## config.mk

```make
export PLATFORM = sky130hd
export DESIGN_NAME = peecc_stats_monitor_flat
export DESIGN_NICKNAME = d
export VERILOG_FILES = /design/src/rtl/peecc_pkg.sv /design/src/rtl/peecc_stats_monitor_if.sv /design/src/rtl/peecc_popcount.sv /design/src/rtl/peecc_stats_monitor.sv /design/src/flat_wrapper.sv
export SDC_FILE = /design/constraint.sdc
export NUM_CORES = 1
export LEC_CHECK = 0
export CAP_MARGIN = 20
export CORE_UTILIZATION = 26
export CTS_CLUSTER_DIAMETER = 150
export DETAILED_ROUTE_END_ITERATION = 8
export PLACE_DENSITY_LB_ADDON = 0.2
export SLEW_MARGIN = 20
export SYNTH_ARGS = -nofsm -noshare
export SYNTH_HDL_FRONTEND = slang
export SYNTH_SLANG_ARGS = --single-unit
```

## constraint.sdc

```tcl
create_clock -name CLK -period 10.9 [get_ports CLK]
set_input_delay 1.635 -clock CLK [delete_from_list [all_inputs] [get_ports CLK]]
set_output_delay 1.635 -clock CLK [all_outputs]
set_load 0.02 [all_outputs]
```

## src/rtl/peecc_pkg.sv

```systemverilog
// Shared definitions for the PEECC statistics monitor: run-state encoding,
// coded bus width helper and popcount result width.
package peecc_pkg;

  typedef enum logic [1:0] {
    IDLE = 2'd0,
    RUN  = 2'd1,
    DONE = 2'd2
  } state_e;

  // Coded bus width: data bits plus redundancy bits.
  function automatic int coded_width(input int k, input int m);
    return k + m;
  endfunction

  // Bits needed to hold a popcount of a WIDTH-bit vector (0..WIDTH).
  function automatic int pc_width(input int width);
    return $clog2(width + 1);
  endfunction

endpackage

```

## src/rtl/peecc_stats_monitor_if.sv

```systemverilog
// Bus between the PEECC top level (master) and the statistics monitor (slave).
// Optional macro PEECC_COUPLING_EN adds the CouplingCount result.
interface peecc_stats_monitor_if #(
  parameter int k     = 16,
  parameter int M     = 5,
  parameter int CNT_W = 32
);
  localparam int W = k + M;

  logic             Start;
  logic             ValidIn;
  logic [W-1:0]     CodeWord;
  logic             IsEqual;
  logic             Busy;
  logic             Done;
  logic [CNT_W-1:0] WordCount;
  logic [CNT_W-1:0] ErrorCount;
  logic [CNT_W-1:0] TransitionCount;
  logic [CNT_W-1:0] FirstErrIdx;
  logic             FirstErrValid;
`ifdef PEECC_COUPLING_EN
  logic [CNT_W-1:0] CouplingCount;
`endif

  modport master (
    output Start, ValidIn, CodeWord, IsEqual,
`ifdef PEECC_COUPLING_EN
    input  CouplingCount,
`endif
    input  Busy, Done, WordCount, ErrorCount, TransitionCount,
           FirstErrIdx, FirstErrValid
  );

  modport slave (
    input  Start, ValidIn, CodeWord, IsEqual,
`ifdef PEECC_COUPLING_EN
    output CouplingCount,
`endif
    output Busy, Done, WordCount, ErrorCount, TransitionCount,
           FirstErrIdx, FirstErrValid
  );

endinterface

```

## src/rtl/peecc_popcount.sv

```systemverilog
// Combinational population count of a WIDTH-bit vector.
module peecc_popcount
  import peecc_pkg::*;
#(
  parameter int WIDTH = 21
) (
  input  logic [WIDTH-1:0]               vec_i,
  output logic [pc_width(WIDTH)-1:0]     count_o
);
  localparam int CW = pc_width(WIDTH);

  // Sum the set bits of the input vector.
  always_comb begin
    count_o = '0;
    for (int i = 0; i < WIDTH; i++) begin
      count_o = count_o + CW'(vec_i[i]);
    end
  end

endmodule

```

## src/rtl/peecc_stats_monitor.sv

```systemverilog
// Per-run statistics for the PEECC channel: word count, decode-mismatch
// count, bus transition count and first failing word index. All counters
// saturate. Optional macro PEECC_COUPLING_EN adds an opposite-toggle
// (crosstalk) count on adjacent bus lines.
module peecc_stats_monitor
  import peecc_pkg::*;
#(
  parameter int k         = 16,
  parameter int M         = 5,
  parameter int CNT_W     = 32,
  parameter int NUM_WORDS = 1024
) (
  input  logic                   CLK,
  input  logic                   RST,
  peecc_stats_monitor_if.slave   bus
);
  localparam int W   = coded_width(k, M);
  localparam int PCW = pc_width(W);
  localparam int SW  = ((CNT_W > PCW) ? CNT_W : PCW) + 1;
  localparam logic [CNT_W-1:0] CNT_MAX = '1;
  localparam logic [CNT_W:0]   NW_X    = (CNT_W + 1)'(NUM_WORDS);

  // Saturating add of a popcount-sized increment to a counter.
  function automatic logic [CNT_W-1:0] sat_add(input logic [CNT_W-1:0] a,
                                               input logic [PCW-1:0]   b);
    logic [SW-1:0] sum;
    sum = SW'(a) + SW'(b);
    return (sum > SW'(CNT_MAX)) ? CNT_MAX : sum[CNT_W-1:0];
  endfunction

  state_e           state_q, state_d;
  logic [CNT_W-1:0] wc_q, wc_d, ec_q, ec_d, tc_q, tc_d, fei_q, fei_d;
  logic             fev_q, fev_d, prev_valid_q, prev_valid_d;
  logic [W-1:0]     prev_q, prev_d;
  logic             busy, done, start_take, accept, last_word;
  logic [PCW-1:0]   trans_pc;

  assign start_take = bus.Start && (state_q != RUN);
  assign accept     = (state_q == RUN) && bus.ValidIn;
  // End of run uses the unsaturated next word count.
  assign last_word  = accept && (NUM_WORDS != 0) &&
                      (({1'b0, wc_q} + (CNT_W + 1)'(1)) == NW_X);

  peecc_popcount #(.WIDTH(W)) u_pc_trans (
    .vec_i   (bus.CodeWord ^ prev_q),
    .count_o (trans_pc)
  );

`ifdef PEECC_COUPLING_EN
  localparam int CPW = pc_width(W - 1);
  logic [W-1:0]     rise, fall;
  logic [W-2:0]     opp;
  logic [CPW-1:0]   coup_pc;
  logic [CNT_W-1:0] cc_q, cc_d;

  assign rise = bus.CodeWord & ~prev_q;
  assign fall = ~bus.CodeWord & prev_q;
  // Pair (i, i+1) toggles in opposite directions.
  assign opp  = (rise[W-2:0] & fall[W-1:1]) | (fall[W-2:0] & rise[W-1:1]);

  peecc_popcount #(.WIDTH(W - 1)) u_pc_coup (
    .vec_i   (opp),
    .count_o (coup_pc)
  );

  assign bus.CouplingCount = cc_q;
`endif

  // State register.
  always_ff @(posedge CLK or negedge RST) begin
    // NOTE: registers take non-blocking assignments so every flop samples
    // pre-edge values regardless of block ordering.
    if (!RST) state_q <= IDLE;
    else      state_q <= state_d;
  end

  // Next-state logic: Start is only honoured outside RUN.
  always_comb begin
    // NOTE: default first so no path leaves state_d unassigned (no latch).
    state_d = state_q;
    unique case (state_q)
      IDLE:    if (bus.Start) state_d = RUN;
      RUN:     if (last_word) state_d = DONE;
      DONE:    if (bus.Start) state_d = RUN;
      default: state_d = IDLE;
    endcase
  end

  // Output decode from state.
  always_comb begin
    busy = (state_q == RUN);
    done = (state_q == DONE);
  end

  // Next values of the statistics registers.
  always_comb begin
    wc_d         = wc_q;
    ec_d         = ec_q;
    tc_d         = tc_q;
    fei_d        = fei_q;
    fev_d        = fev_q;
    prev_d       = prev_q;
    prev_valid_d = prev_valid_q;
`ifdef PEECC_COUPLING_EN
    cc_d         = cc_q;
`endif
    if (start_take) begin
      wc_d         = '0;
      ec_d         = '0;
      tc_d         = '0;
      fei_d        = '0;
      fev_d        = 1'b0;
      prev_valid_d = 1'b0;
`ifdef PEECC_COUPLING_EN
      cc_d         = '0;
`endif
    end else if (accept) begin
      wc_d = sat_add(wc_q, PCW'(1));
      if (!bus.IsEqual) begin
        ec_d = sat_add(ec_q, PCW'(1));
        if (!fev_q) begin
          fei_d = wc_q;
          fev_d = 1'b1;
        end
      end
      if (prev_valid_q) begin
        tc_d = sat_add(tc_q, trans_pc);
`ifdef PEECC_COUPLING_EN
        cc_d = sat_add(cc_q, PCW'(coup_pc));
`endif
      end
      prev_d       = bus.CodeWord;
      prev_valid_d = 1'b1;
    end
  end

  // Statistics registers.
  always_ff @(posedge CLK or negedge RST) begin
    if (!RST) begin
      wc_q         <= '0;
      ec_q         <= '0;
      tc_q         <= '0;
      fei_q        <= '0;
      fev_q        <= 1'b0;
      prev_q       <= '0;
      prev_valid_q <= 1'b0;
`ifdef PEECC_COUPLING_EN
      cc_q         <= '0;
`endif
    end else begin
      wc_q         <= wc_d;
      ec_q         <= ec_d;
      tc_q         <= tc_d;
      fei_q        <= fei_d;
      fev_q        <= fev_d;
      prev_q       <= prev_d;
      prev_valid_q <= prev_valid_d;
`ifdef PEECC_COUPLING_EN
      cc_q         <= cc_d;
`endif
    end
  end

  assign bus.Busy            = busy;
  assign bus.Done            = done;
  assign bus.WordCount       = wc_q;
  assign bus.ErrorCount      = ec_q;
  assign bus.TransitionCount = tc_q;
  assign bus.FirstErrIdx     = fei_q;
  assign bus.FirstErrValid   = fev_q;

endmodule

```

## src/flat_wrapper.sv

```systemverilog
// flat-port wrapper written by rule: the top's interface ports become plain ports
module peecc_stats_monitor_flat import peecc_pkg::*;
#(
  parameter int k         = 16,
  parameter int M         = 5,
  parameter int CNT_W     = 32,
  parameter int NUM_WORDS = 1024
)
  (CLK, RST, bus_Start, bus_ValidIn, bus_CodeWord, bus_IsEqual, bus_Busy, bus_Done, bus_WordCount, bus_ErrorCount, bus_TransitionCount, bus_FirstErrIdx, bus_FirstErrValid);
  peecc_stats_monitor_if #(.k(k), .M(M), .CNT_W(CNT_W)) bus_i ();
  input  logic CLK;
  input  logic RST;
  input wire logic [$bits(bus_i.Start)-1:0] bus_Start;
  input wire logic [$bits(bus_i.ValidIn)-1:0] bus_ValidIn;
  input wire logic [$bits(bus_i.CodeWord)-1:0] bus_CodeWord;
  input wire logic [$bits(bus_i.IsEqual)-1:0] bus_IsEqual;
  output wire logic [$bits(bus_i.Busy)-1:0] bus_Busy;
  output wire logic [$bits(bus_i.Done)-1:0] bus_Done;
  output wire logic [$bits(bus_i.WordCount)-1:0] bus_WordCount;
  output wire logic [$bits(bus_i.ErrorCount)-1:0] bus_ErrorCount;
  output wire logic [$bits(bus_i.TransitionCount)-1:0] bus_TransitionCount;
  output wire logic [$bits(bus_i.FirstErrIdx)-1:0] bus_FirstErrIdx;
  output wire logic [$bits(bus_i.FirstErrValid)-1:0] bus_FirstErrValid;
  assign bus_i.Start = bus_Start;
  assign bus_i.ValidIn = bus_ValidIn;
  assign bus_i.CodeWord = bus_CodeWord;
  assign bus_i.IsEqual = bus_IsEqual;
  assign bus_Busy = bus_i.Busy;
  assign bus_Done = bus_i.Done;
  assign bus_WordCount = bus_i.WordCount;
  assign bus_ErrorCount = bus_i.ErrorCount;
  assign bus_TransitionCount = bus_i.TransitionCount;
  assign bus_FirstErrIdx = bus_i.FirstErrIdx;
  assign bus_FirstErrValid = bus_i.FirstErrValid;
  peecc_stats_monitor #(.k(k), .M(M), .CNT_W(CNT_W), .NUM_WORDS(NUM_WORDS)) u_core (.CLK(CLK), .RST(RST), .bus(bus_i));
endmodule
```

# Word-level counts from Yosys, hierarchy flattened
# Cells that the tools add are included.
totals:
  out_inout_bits: 131
  input_bits: 26
  ff_bits: 153
  memories: 0
  elab_cells: 79
  mem_bits_ro: 0
  latchBits: 0
  ram_bits: 0
classes:
  div_mod_pow: 0
  eq_ne: 8
  shift: 0
  bitwise_logic: 2
  n_reduce_logical: 12
  muxes: 23
  n_lt_le_gt_ge: 3
  add_sub_neg: 23
  multipliers: 0
ops:
  columns: ["op", "n"]
  rows:
  - ["32-bit 2-to-1 mux", 15]
  - ["33-bit by 32-bit > comparator with 1-bit output, second input constant", 3]
  - ["5-bit by 1-bit adder with 5-bit output", 16]
  - ["32-bit by 1-bit adder with 33-bit output, second input constant", 2]
  - ["32-bit by 5-bit adder with 33-bit output", 1]
  - ["33-bit by 11-bit == test with 1-bit output, second input constant", 1]
  - ["21-bit XOR", 1]
  - ["2-bit by 1-bit inequality test with 1-bit output, second input constant", 4]
  - ["2-bit AND reduction", 4]
  - ["4-bit by 1-bit adder with 5-bit output", 1]
  - ["1-bit 2-to-1 mux", 5]
  - ["3-bit by 1-bit adder with 4-bit output", 1]
  - ["2-bit 2-to-1 mux", 2]
  - ["2-bit case mux with 2 select lines", 1]
  - ["2-bit nonzero test", 2]
  - ["2-bit by 1-bit adder with 3-bit output", 1]
  - ["1-bit logical AND", 3]
  - ["3-bit AND reduction", 1]
  - ["1-bit by 1-bit adder with 2-bit output", 1]
  - ["2-bit by 1-bit == test with 1-bit output, second input constant", 1]
  - ["2-bit == test, second input constant", 1]
  - ["2-bit zero test", 1]
  - ["2-bit inequality test, second input constant", 1]
  - ["2-bit OR reduction", 1]
  - ["1-bit NOT", 1]

# Depth between registers and ports, before layout
# Gate-level depths: netlist (run 1).
depth:
  ltp_word: 27
  depth_mapped: 22
  mapped_depth_nobuf: 20

# Cells and area by module
# From an unflattened synthesis (run 1), not the netlist that was laid out.
hier_totals:
  hier_cells: 1062
  area_unflattened_um2: 9171.3
modules_own_cells:
  columns: ["mod", "area_per_inst_um2", "n_inst", "cells_per_inst", "seq_area_each_um2"]
  rows:
  - ["peecc_stats_monitor", 8608.3, 1, 1009, 3828.7]
  - ["peecc_popcount", 563.0, 1, 53, 0.0]

# Worst setup path after synthesis (run 1)
# OpenSTA, ideal clock, no wires.
synth_path:
  path_type: "input -> register"
  start: "input bus_CodeWord[0]"
  end: "register u_core.tc_q[2], in the netlist u_core.bus.TransitionCount[2]"
  path_stages: 20
  required_time_ns: 10.780
  n_path_buf: 2
  slack_ns: 4.302
  setup_ns: 0.120
  arrival_time_ns: 6.477
  path_cell_list: "xor2_1 fa_1 fa_1 fa_1 fa_1 inv_1 fa_1 inv_1 ha_1 inv_1 fa_1 nor2b_1 o21ai_0 a21oi_1 o21a_1 o2111ai_1 clkbuf_1 clkbuf_1 a21oi_1 a31o_2"
synth_via:
  elab_chain_cells: 27
synth_rtl:
  columns: ["element", "line", "text"]
  rows:
  - ["from (decl)", "flat_wrapper.sv:15", "input wire logic [$bits(bus_i.CodeWord)-1:0] bus_CodeWord;"]
  - ["21-bit XOR (*)", "peecc_stats_monitor.sv:45", ".vec_i (bus.CodeWord ^ prev_q),"]
  - ["1-bit by 1-bit adder with 2-bit output (*)", "peecc_popcount.sv:16", "count_o = count_o + CW'(vec_i[i]);"]
  - ["2-bit by 1-bit adder with 3-bit output (*)", "peecc_popcount.sv:16", null]
  - ["3-bit by 1-bit adder with 4-bit output (*)", "peecc_popcount.sv:16", null]
  - ["4-bit by 1-bit adder with 5-bit output (*)", "peecc_popcount.sv:16", null]
  - ["5-bit by 1-bit adder with 5-bit output (*) (16 in a row)", "peecc_popcount.sv:16", null]
  - ["32-bit by 5-bit adder with 33-bit output (*)", "peecc_stats_monitor.sv:27", "sum = SW'(a) + SW'(b);"]
  - ["33-bit by 32-bit > comparator with 1-bit output", "peecc_stats_monitor.sv:28", "return (sum > SW'(CNT_MAX)) ? CNT_MAX : sum[CNT_W-1:0];"]
  - ["32-bit 2-to-1 mux (*)", "peecc_stats_monitor.sv:28", null]
  - ["32-bit 2-to-1 mux (*)", "peecc_stats_monitor.sv:126", "if (prev_valid_q) begin"]
  - ["32-bit 2-to-1 mux (*)", "peecc_stats_monitor.sv:117", "end else if (accept) begin"]
  - ["32-bit 2-to-1 mux (*)", "peecc_stats_monitor.sv:107", "if (start_take) begin"]
  - ["to (signal assigned)", "peecc_stats_monitor.sv:153", "tc_q <= tc_d;"]
  - ["to (decl)", "peecc_stats_monitor.sv:32", "logic [CNT_W-1:0] wc_q, wc_d, ec_q, ec_d, tc_q, tc_d, fei_q, fei_d;"]
# Mark *: on every way between the ends. The rest lies on a longest branch, timed or not. The select of a mux whose other input is x is not followed.
# A chain may end at the register's enable or synchronous reset.

# Final worst setup path (run 1)
layout_path:
  start: "input bus_CodeWord[0]"
  end: "register u_core.tc_q[15], in the netlist u_core.bus.TransitionCount[15]"
# The elaborated chain is that of the path after synthesis.

==> metrics.txt, run 1 <==
status=completed; Worst Slack Setup Final=3720 ps; H-Tree Depth=4; Static Leak=approximately 0.0046 uW; Layout area overhead=28.1%; Comb pwr share=43.2%; largest net degree at the start of global routing=96; pre-CTS WS=about 3100 ps; Seq pwr share=29.4%; final setup TNS=0 ps; DR DRC count=0; Hold WC Path Type=reg2reg; Total Die Area=about 0.036 mm2; WP data arrival=7460 ps; post-CTS setup buffer count=0; IO Pins=approximately 160; gpl congestion=approximately 0.83; nets@finish=1,265; ANT nets after route=0; Post-synth EDFFs=0; maximum clock path buffer count=2; number of global-route vias before repair=between 8,000 and 9,000; syn_area_per_cell=8.45 um2; chip width=roughly 190 um; power density over cell area=203 mW/mm2; buffers added on ports=roughly 160; hold buffers post-CTS=0; routed wire length per instance=17.8 um; number of distinct library cells after synthesis=60; Rel. slew slack=25.8%; Clk pin slew, worst setup/hold paths=60 ps; Area contributors post-synth=dfrtp_1, nand2_1, o21ai_0, a21oi_1, nor2_1; top cells by count, synth=nand2_1, dfrtp_1, nor2_1; drt pass-1 iters=5; final hold violations=0; RSZ-0062 raised after global routing=false; FF+latch count, synth=153; vias per inst=5.15; fraction of layout cells with a size suffix above 1=5.17%; Fmax=139 MHz; initial core utilization=26.6%; count leader, synth=nand2_1; detailed-route wire length=a little under 30,000 um; Slew Limit Fails=0; syn nets=1,154; critical setup path kind=in2reg; Peak VDD IR=around 0.00021 V; initial antenna violation count=2; Clock Latency Late Sink=around 440 ps; area leader, netlist=dfrtp_1; minimum clock period=a little over 7000 ps; DR iter-0 viols=567; Multi-input gate area=0.00503 mm2; slew at the pin closest to its max-slew limit=1100 ps; hold slack=495 ps; CTS resizes=0; sw frac=37.4%; num rows=68; Sink Count=153; Final Power=2400 uW; CP endpoint kind=register; ys async rst share=between 90% and 100%; Syn Std Cell Area=0.00924 mm2; sequential cell area=0.00383 mm2; max cap viols=0; GRT Residual Overflow=0; total placed cells including tap cells=roughly 1,600; Root Driver=clkbuf_16; sequential cell area fraction in the yosys report=41.4%; final setup vio count=0; NetSw=898 uW; Synth Flop Type=dfrtp_1; Worst EP required=about 11,000 ps; crit share post-route=65.8%; Die Height=between 150 and 200 um; Fillers=about 3,700; post-route insts no fill=1,674; CTS tree=done; Inserted Clock Buffers=17; Worst Path Max Fanout=10; Cells after Synth=1,094; Int Pwr=1500 uW; Clock Skew=13.8 ps; first-pass GRT wire length=47,700 um; Critical Path Source Type=primary input; GRT Resource Usage Total=16.8%; clock power share=roughly 27%; yosys warns=0; Post-DP HPWL=20,100 um; Core ar.=0.0347 mm2; top-area cell type share of the netlist area=41.4%; vias post-DR=8,615
[cell type report]
type | instances | area share [%]
multi-input cells | 832 | 42.5
flip-flops and latches | 153 | 32.4
repair buffers | 165 | 13.8
well taps | 455 | 4.81
clock buffers | 22 | 4.01
clock inverters | 10 | 1.41
inverters | 36 | 1.14
diodes | 1 | 0.0211
[routing by layer]
| layer | part of all wire, % | vias to the layer above | wire length [um] | track usage, % |
|---|---|---|---|---|
| met1 | 46 | 4206 | 13700 | 22.3 |
| met2 | 48 | 211 | 14200 | 27.0 |
| met5 | 0.057 | - | 17 | 0 |
| li1 | - | 4158 | - | - |
| met4 | 1.7 | 2 | 512 | 5.63 |
| met3 | 4.7 | 38 | 1410 | 3.59 |
[cells in the final DEF (no fill, tap or decap), types with 6 or more instances in the layout]
| cell type | Yosys | routed |
|---|---|---|
| nand4b_1 | 6 | 6 |
| and2_1 | 10 | 9 |
| o22ai_1 | 9 | 9 |
| xnor2_1 | 20 | 20 |
| a41oi_1 | 6 | 6 |
| and4_1 | 16 | 16 |
| nor2_1 | 88 | 85 |
| a21oi_1 | 73 | 73 |
| clkdlybuf4s50_1 | 0 | 155 |
| clkbuf_16 | 0 | 17 |
| nand3_1 | 38 | 38 |
| nand4_1 | 31 | 31 |
| inv_1 | 36 | 36 |
| nor4_1 | 14 | 14 |
| xor2_1 | 25 | 25 |
| a31oi_1 | 29 | 29 |
| nand2b_1 | 6 | 6 |
| ha_1 | 18 | 18 |
| and3_1 | 19 | 19 |
| a211oi_1 | 22 | 21 |
| o21ai_0 | 87 | 87 |
| a311oi_1 | 15 | 15 |
| nand2_1 | 186 | 185 |
| buf_4 | 0 | 9 |
| fa_1 | 16 | 16 |
| dfrtp_1 | 153 | 153 |
| nor3_1 | 31 | 30 |
[per-stage QoR]
stage / util, % / instance area (um2)
floorplan: - / 9240
finish: 34.1 / 11800
global route: 34.1 / 11800
global placement: 32.2 / 11200
detailed placement: 32.2 / 11200
CTS: 34.1 / 11800
[kinds of logic (layout without fill, tap and decap cells)]
| logic type | count (synthesis) | after routing | synth area share (%) |
|---|---|---|---|
| AND/OR/NAND/NOR | 478 | 478 | 25.7 |
| AO/OA/AOI/OAI | 272 | 272 | 17.8 |
| flip-flops | 153 | 153 | 41.4 |
| buffers and inverters | 109 | 233 | 4.54 |
| XOR/XNOR | 45 | 45 | 4.27 |
| adder cells (fa/ha/maj) | 34 | 34 | 5.90 |
| multiplexers | 3 | 3 | 0.339 |
| other | 0 | 1 | 0 |
[critical path: stages]
cell	delay (ps)
clkdlybuf4s50_1	500
xor2_1	240
fa_1	460
fa_1	550
fa_1	520
fa_1	540
inv_1	50
fa_1	530
inv_1	40
ha_1	200
inv_1	70
fa_1	200
nor2b_1	60
o21ai_0	250
a21oi_1	150
o21a_1	250
o2111ai_1	700
o21ai_0	230
a21oi_1	210
a311oi_1	70
[path summary, 6_finish.rpt]
check	depth (start not counted)	from	endpoint	slack (ps)
worst max-delay path	20	bus_CodeWord[0]	u_core.bus.TransitionCount[15]$_DFFE_PN0P_	3720
worst min-delay path	2	u_core.prev_q[1]$_DFFE_PN0P_	u_core.prev_q[1]$_DFFE_PN0P_	490
worst max register to register	19	u_core.prev_q[0]$_DFFE_PN0P_	u_core.bus.TransitionCount[15]$_DFFE_PN0P_	5030
worst min register to register	2	u_core.prev_q[1]$_DFFE_PN0P_	u_core.prev_q[1]$_DFFE_PN0P_	490
max in group asynchronous	2	RST	u_core.bus.TransitionCount[19]$_DFFE_PN0P_	8220
min in group asynchronous	1	RST	u_core.bus.FirstErrIdx[7]$_DFFE_PN0P_	1300
[registers in the layout, indices dropped and copies added, names as in the netlist]
signal                      count
u_core.bus.ErrorCount          32
u_core.bus.FirstErrIdx         32
u_core.bus.TransitionCount     32
u_core.bus.WordCount           32
u_core.prev_q                  21
u_core.state_q                  2
u_core.bus.FirstErrValid        1
u_core.prev_valid_q             1
[power by group through the flow]
stage               clock [uW]  sequential (uW)  combinational, uW
finish                     658              707               1040
global route               699              719               1220
CTS                        679              707               1050
detailed placement           0              717               1040
global placement             0              717               1040
floorplan                    0              735                727
Note: power is estimated with default switching activity, not from simulation.
==> run 2, diff against run 1 <==
Clock period 10.9 ns to 7 ns, I/O delays scaled along.
==> run 2 against run 1 <==
Against the previous run:
- register-to-register slack got worse by 3700 ps
- clock power rose by 58%
- utilization rose by 0.065 points
- power rose by 58%
- flip-flop and latch count did not move
- critical path depth did not move
- final cell count rose by 0.30%
- non-clock buffer count rose by 5
- sequential share of layout area fell by 0.062 points
- global-route usage rose by 0.14 points
==> metrics.txt, run 2 (synthesized netlist as in run 1, its figures left out) <==
status=completed; Total Die Area=0.0363 mm2; Multi-input gate area=0.00502 mm2; Root Driver=clkbuf_16; Layout area overhead=28.3%; CTS resizes=0; clock power share=27.3%; Fillers=3,628; NetSw=1440 uW; Int Pwr=2360 uW; Comb pwr share=43.7%; Post-DP HPWL=20,300 um; gpl congestion=between 0.8 and 0.9; Rel. slew slack=29.9%; GRT Residual Overflow=0; WP data arrival=between 6000 and 7000 ps; fraction of layout cells with a size suffix above 1=5.40%; Core ar.=approximately 0.035 mm2; Final Power=3800 uW; largest net degree at the start of global routing=66; Sink Count=about 150; chip width=191 um; nets@finish=1,270; first-pass GRT wire length=about 48,000 um; num rows=68; hold buffers post-CTS=0; Seq pwr share=a little under 30%; Peak VDD IR=about 0.00035 V; most common cell after layout, fill and taps aside=nand2_1; Post-Layout Inst Area=approximately 0.012 mm2; Clock Latency Late Sink=440 ps; IO Pins=157; met3 routed WL=between 1000 and 1500 um; post-CTS setup buffer count=0; final setup vio count=0; maximum clock path buffer count=2; CTS tree=done; initial core utilization=26.6%; slew at the pin closest to its max-slew limit=between 1000 and 1500 ps; final setup TNS=0 ps; DR DRC count=0; vias post-DR=8,590; Met1 Routed Length=13,900 um; Inserted Clock Buffers=17; DR top layer=met5; RSZ-0062 raised after global routing=false; number of global-route vias before repair=8,285; CP endpoint kind=register; H-Tree Depth=4; detailed-route wire length=29,900 um; buffers added on ports=156; max cap viols=0; minimum clock period=6450 ps; Fmax=155 MHz; Slew Limit Fails=0; sequential cell area=0.00383 mm2; GRT Resource Usage Total=17.0%; Hold WC Path Type=reg2reg; metal2 WL=14,100 um; crit share post-route=around 92%; Worst Path Max Fanout=6; total cell area at the placement stage=0.0112 mm2; Static Leak=~0.0046 uW; Clock Skew=~9.7 ps; initial antenna violation count=2; power density over cell area=320 mW/mm2; routed wire length per instance=17.8 um; ANT nets after route=0; sw frac=38.0%; Clk pin slew, worst setup/hold paths=60 ps; Critical Path Source Type=primary input; Die Height=roughly 190 um; vias per inst=5.12; final hold violations=0; Worst EP required=7290 ps; DR iter-0 viols=663; critical setup path kind=in2reg; most frequent cells in the layout=nand2_1, clkdlybuf4s50_1, dfrtp_1; r2r setup slk=roughly 1300 ps; drt pass-1 iters=5
==> run 2: cell count changes in the layout (fill, tap and decap cells not counted) <==
cell        previous run  this run
clkinvlp_4             2         4
bufinv_16              4         5
clkbuf_8               3         0
nor2_2                 1         2
a211oi_2               1         0
clkinv_4               3         1
nor2_4                 3         2
clkinv_2               1         2
a211oi_1              21        22
clkbuf_1               2         3
buf_4                  9        14
==> run 2: final cells by class <==
| type | instances | share of cell area, % |
|---|---|---|
| well taps | 455 | 4.80 |
| diodes | 1 | 0.0211 |
| multi-input cells | 832 | 42.3 |
| flip-flops and latches | 153 | 32.3 |
| clock inverters | 12 | 1.68 |
| repair buffers | 170 | 14.1 |
| inverters | 36 | 1.14 |
| clock buffers | 20 | 3.68 |
==> run 2: metrics by stage <==
step / hold slack [ps] / setup WS, ps / instances / util [%]
after floorplan: 457 / 987 / 1094 / -
after global routing: 518 / 150 / 1678 / 34.1
final: 494 / 551 / 1679 / 34.2
after detailed placement: 483 / 111 / 1646 / 32.3
after CTS: 497 / 564 / 1678 / 34.1
after global placement: 470 / 182 / 1646 / 32.3
==> run 2: routing by layer <==
| layer | track usage, % | up-vias |
|---|---|---|
| met2 | 27.0 | 217 |
| met1 | 22.9 | 4196 |
| li1 | - | 4152 |
| met4 | 4.40 | 2 |
| met3 | 4.07 | 23 |
| met5 | 0 | - |
==> run 2: final timing paths <==
kind | from | endpoint | depth (start not counted)
setup / recovery | bus_CodeWord[0] | u_core.bus.TransitionCount[30]$_DFFE_PN0P_ | 20
hold / removal | u_core.prev_q[1]$_DFFE_PN0P_ | u_core.prev_q[1]$_DFFE_PN0P_ | 2
setup reg to reg | u_core.prev_q[0]$_DFFE_PN0P_ | u_core.bus.TransitionCount[30]$_DFFE_PN0P_ | 19
hold reg to reg | u_core.prev_q[1]$_DFFE_PN0P_ | u_core.prev_q[1]$_DFFE_PN0P_ | 2
max in group asynchronous | RST | u_core.bus.TransitionCount[22]$_DFFE_PN0P_ | 2
min in group asynchronous | RST | u_core.bus.FirstErrIdx[10]$_DFFE_PN0P_ | 1
==> run 2: power groups by stage <==
stage	combinational [uW]	clock (uW)	sequential (uW)
2_1_floorplan	1130	0	1140
3_3_place_gp	1650	0	1120
3_5_place_dp	1660	0	1120
4_1_cts	1680	1070	1100
5_1_grt	1920	1100	1120
6_report	1660	1040	1100
==> run 2: worst max-delay path, stage by stage <==
cell	delay, ps
clkdlybuf4s50_1	500
xor2_1	250
fa_1	460
fa_1	550
fa_1	530
fa_1	550
inv_1	50
fa_1	470
inv_1	70
ha_1	160
inv_1	50
fa_1	390
nor2b_1	140
o21ai_0	140
a21oi_1	260
o21a_1	240
o211ai_1	190
nor2_1	390
and4_1	240
a211oi_1	60
==> run 3, diff against run 2 <==
Settings changed: SLEW_MARGIN 20 to 40.
==> run 3 against run 2 <==
Against the previous run:
- maximum frequency about the same
- via count decreased by 0.31%
- global-route usage about the same
- register-to-register slack got worse by 20 ps
- clock power about the same
- sequential power about the same
- non-clock buffer count increased by 1
- power decreased by 0.54%
- critical endpoint unchanged
- largest power group unchanged
==> metrics.txt, run 3 (synthesized netlist as in run 1, its figures left out) <==
critical setup path kind=in2reg; most common cell after layout, fill and taps aside=nand2_1; max cap viols=0; minimum clock period=6450 ps; GRT Residual Overflow=0; max incr delay on CP=550 ps; detailed-route wire length=between 20,000 and 30,000 um; Comb pwr share=43.9%; buffers added on ports=156; post-CTS setup buffer count=0; DR DRC count=0; largest net degree at the start of global routing=66; final setup TNS=0 ps; Clock Latency Late Sink=440 ps; final hold violations=0; slew at the pin closest to its max-slew limit=roughly 750 ps; initial antenna violation count=2; Worst path slowest cell=fa_1; Total Die Area=0.0363 mm2; sw frac=37.9%; vias per inst=between 5 and 6; reg2reg path depth=19; CP dominant cell by count=fa_1; Rel. slew slack=50.2%; nets@finish=1,271; Slew Limit Fails=0; fraction of layout cells with a size suffix above 1=~5.6%; CP endpoint kind=register; number of global-route vias before repair=8,189; Int Pwr=2350 uW; Root Driver=clkbuf_16; Layout area overhead=28.5%; routed wire length per instance=around 18 um; Hold WC Path Type=reg2reg; initial core utilization=a little over a quarter; Clk pin slew, worst setup/hold paths=60 ps; vias post-DR=8,563; final setup vio count=0; WP data arrival=6750 ps; status=completed; RSZ-0062 raised after global routing=false; Clock Skew=9.35 ps; CTS resizes=0; Inserted Clock Buffers=17; Final Power=around 3800 uW; first-pass GRT wire length=48,000 um; GRT Resource Usage Total=between 15 and 20%; hold slack=494 ps; Worst Path Max Fanout=6; maximum clock path buffer count=2; Sink Count=153; sequential cell area=0.00383 mm2; Static Leak=0.00463 uW; Multi-input gate area=a little over 0.005 mm2; Post-DP HPWL=20,400 um; H-Tree Depth=4; WHS Path Cells=2; power density over cell area=between 300 and 400 mW/mm2; NetSw=1430 uW; gpl congestion=0.825; crit share post-route=a little over 90%; most frequent cells in the layout=nand2_1, clkdlybuf4s50_1, dfrtp_1; Peak VDD IR=~0.00037 V; Die Height=around 190 um; CTS tree=done; clock power share=27.0%; DR iter-0 viols=around 600; num rows=68; drt pass-1 iters=6; Core ar.=0.0347 mm2; Fillers=3,621; IO Pins=between 150 and 200; Fmax=155 MHz; critical path, cell by cell=clkdlybuf4s50_1, xor2_1, fa_1, fa_1, fa_1, fa_1, inv_1, fa_1, inv_1, ha_1, inv_1, fa_1, nor2b_1, o21ai_0, a21oi_1, o21a_1, o211ai_1, nor2_1, and4_1, a211oi_1; ANT nets after route=0; chip width=191 um; Critical Path Source Type=primary input; Seq pwr share=29.2%; Worst EP required=7300 ps; hold buffers post-CTS=0
-- run 3: changes by cell type in the layout (fill, tap and decap cells not counted), moves of 2 or more --
cell | before | now
clkinv_2 | 2 | 4
nor4_2 | 0 | 3
clkinvlp_4 | 4 | 1
nor4_1 | 14 | 11
-- run 3: layout make-up --
class / instances / area share [%]
multi-input combinational: 832 / 42.4
antenna: 1 / 0.0211
timing repair buffer: 171 / 14.2
clock buffer: 19 / 3.65
clock inverter: 10 / 1.50
inverter: 36 / 1.14
sequential: 153 / 32.2
tap: 455 / 4.79
-- run 3: metal layers --
metal	share of wire (%)	GRT usage, %
met5	0.057	0
met4	1.6	5.69
met3	4.1	3.40
met2	47	27.0
met1	47	22.8
-- run 3: critical path, delay by kind of cell --
kind | cells | cell delay (ps)
adder cells (fa/ha/maj) | 7 | 3110
AO/OA/AOI/OAI | 5 | 870
XOR/XNOR | 1 | 250
buffers and inverters | 4 | 680
AND/OR/NAND/NOR | 3 | 800
-- run 3: power groups by stage --
stage | clock (uW) | sequential, uW | combinational, uW
3_5_place_dp | 0 | 1120 | 1660
6_report | 1020 | 1100 | 1660
2_1_floorplan | 0 | 1140 | 1130
5_1_grt | 1080 | 1120 | 1910
3_3_place_gp | 0 | 1120 | 1650
4_1_cts | 1050 | 1100 | 1680
-- run 3: stage by stage --
| stage | util [%] | setup WS (ps) | area, um2 | instances |
|---|---|---|---|---|
| floorplan | - | 987 | 9240 | 1094 |
| global placement | 32.3 | 182 | 11200 | 1646 |
| detailed placement | 32.4 | 103 | 11200 | 1646 |
| CTS | 34.1 | 563 | 11800 | 1675 |
| global route | 34.2 | 129 | 11900 | 1676 |
| finish | 34.2 | 546 | 11900 | 1677 |
-- run 3: path summary, 6_finish.rpt --
path	startpoint	endpoint	slack (ps)
setup / recovery	bus_CodeWord[0]	u_core.bus.TransitionCount[30]$_DFFE_PN0P_	550
hold / removal	u_core.prev_q[1]$_DFFE_PN0P_	u_core.prev_q[1]$_DFFE_PN0P_	490
setup reg to reg	u_core.prev_q[0]$_DFFE_PN0P_	u_core.bus.TransitionCount[30]$_DFFE_PN0P_	1270
hold reg to reg	u_core.prev_q[1]$_DFFE_PN0P_	u_core.prev_q[1]$_DFFE_PN0P_	490
max in group asynchronous	RST	u_core.bus.TransitionCount[9]$_DFFE_PN0P_	5510
min in group asynchronous	RST	u_core.bus.FirstErrIdx[8]$_DFFE_PN0P_	510
==> patch (settings of run 3) <==
`NUM_WORDS` is set to 1024 in 2 places; all go to 512.
--- a/src/rtl/peecc_stats_monitor.sv
+++ b/src/rtl/peecc_stats_monitor.sv
@@ -9,5 +9,5 @@
   parameter int M         = 5,
   parameter int CNT_W     = 32,
-  parameter int NUM_WORDS = 1024
+  parameter int NUM_WORDS = 512
 ) (
   input  logic                   CLK,
--- a/src/flat_wrapper.sv
+++ b/src/flat_wrapper.sv
@@ -5,5 +5,5 @@
   parameter int M         = 5,
   parameter int CNT_W     = 32,
-  parameter int NUM_WORDS = 1024
+  parameter int NUM_WORDS = 512
 )
   (CLK, RST, bus_Start, bus_ValidIn, bus_CodeWord, bus_IsEqual, bus_Busy, bus_Done, bus_WordCount, bus_ErrorCount, bus_TransitionCount, bus_FirstErrIdx, bus_FirstErrValid);
Behaviour: no difference found for any inputs over 4 cycles, from zero or initial values and one cycle with RST low; that may be too few to reach the edited logic, so the function may still have changed.
==> patch against run 3 <==
Area after synthesis rose by 4.6%; cell count rose by 3.5%; final area rose by 3.2%; total power rose by 3.1%; wire length rose by 6.2%; global-route usage barely moved; sequential cell count did not move; hold slack improved by 1.7 ps; worst setup slack improved by 83 ps.
==> patch: results (changes against run 3) <==
----------------------------------------------------
[Outcome]
  Result of the run ... complete, no violations (unchanged)

[Global route]
  Initial antenna violation count ... 1 (was 2)
  Pin count of the biggest net entering global routing ... 85 (was 66)
  Overall global routing resource usage ... 17.0% (was 16.9%)
  Number of global-route vias before repair ... 8747 (was 8189)
  Wire length of the first global-routing pass ... 50500 microns (was 48000 microns)

[Detailed routing]
  Total Wirelength ... 31700 microns (was 29900 microns)
  Detailed Routing Iterations Pass 1 ... 5 (was 6)
  Initial detailed-routing violation count ... 501 (was 604)

[Place]
  Post-Place Worst Slack ... 141 ps (was 103 ps)
  Area of placed instances ... 11600 sq um (was 11200 sq um)

[Worst setup path]
  Start point of the critical path ... bus_CodeWord[3] (was bus_CodeWord[0])
  Highest fanout seen on the critical path ... 19 (was 6)
  Reg2Reg Setup Slack ... 1300 ps (was 1270 ps)

[Final layout]
  Fraction of layout instances using a drive strength above 1 ... 5.84% (was 5.57%)
  NumNets Final ... 1314 (was 1271)
  Fillers ... 3846 (was 3621)

[Yosys]
  Synthesized area per cell ... 8.44 sq um (was 8.45 sq um)
  Number of unique standard cell types used by synthesis ... 75 (was 60)
  Portion of the post-synthesis area used by sequential elements ... 39.6% (was 41.4%)
  Synthesized net count ... 1204 (was 1154)
  Biggest area contributors in the synthesized netlist ... sky130_fd_sc_hd__dfrtp_1 40%, sky130_fd_sc_hd__nand2_1 7.3%, sky130_fd_sc_hd__o21ai_0 4.2%, sky130_fd_sc_hd__a21oi_1 3.4%, sky130_fd_sc_hd__fa_1 3.3% (was sky130_fd_sc_hd__dfrtp_1 41%, sky130_fd_sc_hd__nand2_1 7.6%, sky130_fd_sc_hd__o21ai_0 4.7%, sky130_fd_sc_hd__a21oi_1 4.0%, sky130_fd_sc_hd__nor2_1 3.6%)

[STA]
  Final Cycle Share ... 91.0% (was 92.2%)
  Hold_ws ... 495 ps (was 494 ps)

[Pwr]
  Leakage ... 0.00476 uW (was 0.00463 uW)

[Worst hold path]
  Hold-critical path endpoint ... u_core.prev_q[2] (was u_core.prev_q[1])
  Min-delay src ... u_core.prev_q[2] (was u_core.prev_q[1])

----------------------------------------------------
patch: where the power goes:
group | switching, uW | internal [uW] | leakage, uW
Sequential | 145 | 980 | 0.00198
Combinational | 941 | 762 | 0.00246
Clock | 426 | 637 | 0.000312
patch: metal layers:
metal / vias up / wire [microns] / GRT usage [%]
li1: 4382 / - / -
met1: 4429 / 15000 / 23.1
met2: 233 / 14700 / 26.8
met3: 25 / 1570 / 3.87
met4: 0 / 463 / 4.81
met5: - / 0 / 0
patch: layout make-up:
type	instances	share of cell area, %
tap	468	4.78
clock inverter	14	1.81
clock buffer	18	3.50
antenna	1	0.0204
timing repair buffer	170	13.7
inverter	41	1.26
multi-input combinational	871	43.7
sequential	153	31.3
patch: logic make-up after synthesis:
group           Yosys count  share of synthesized area (%)
compound gates          270                           18.0
xor+xnor                 46                           4.17
fa+ha+maj                34                           5.65
buf+inv                 120                           5.31
flops                   153                           39.6
mux                       2                          0.220
simple gates            519                           27.0
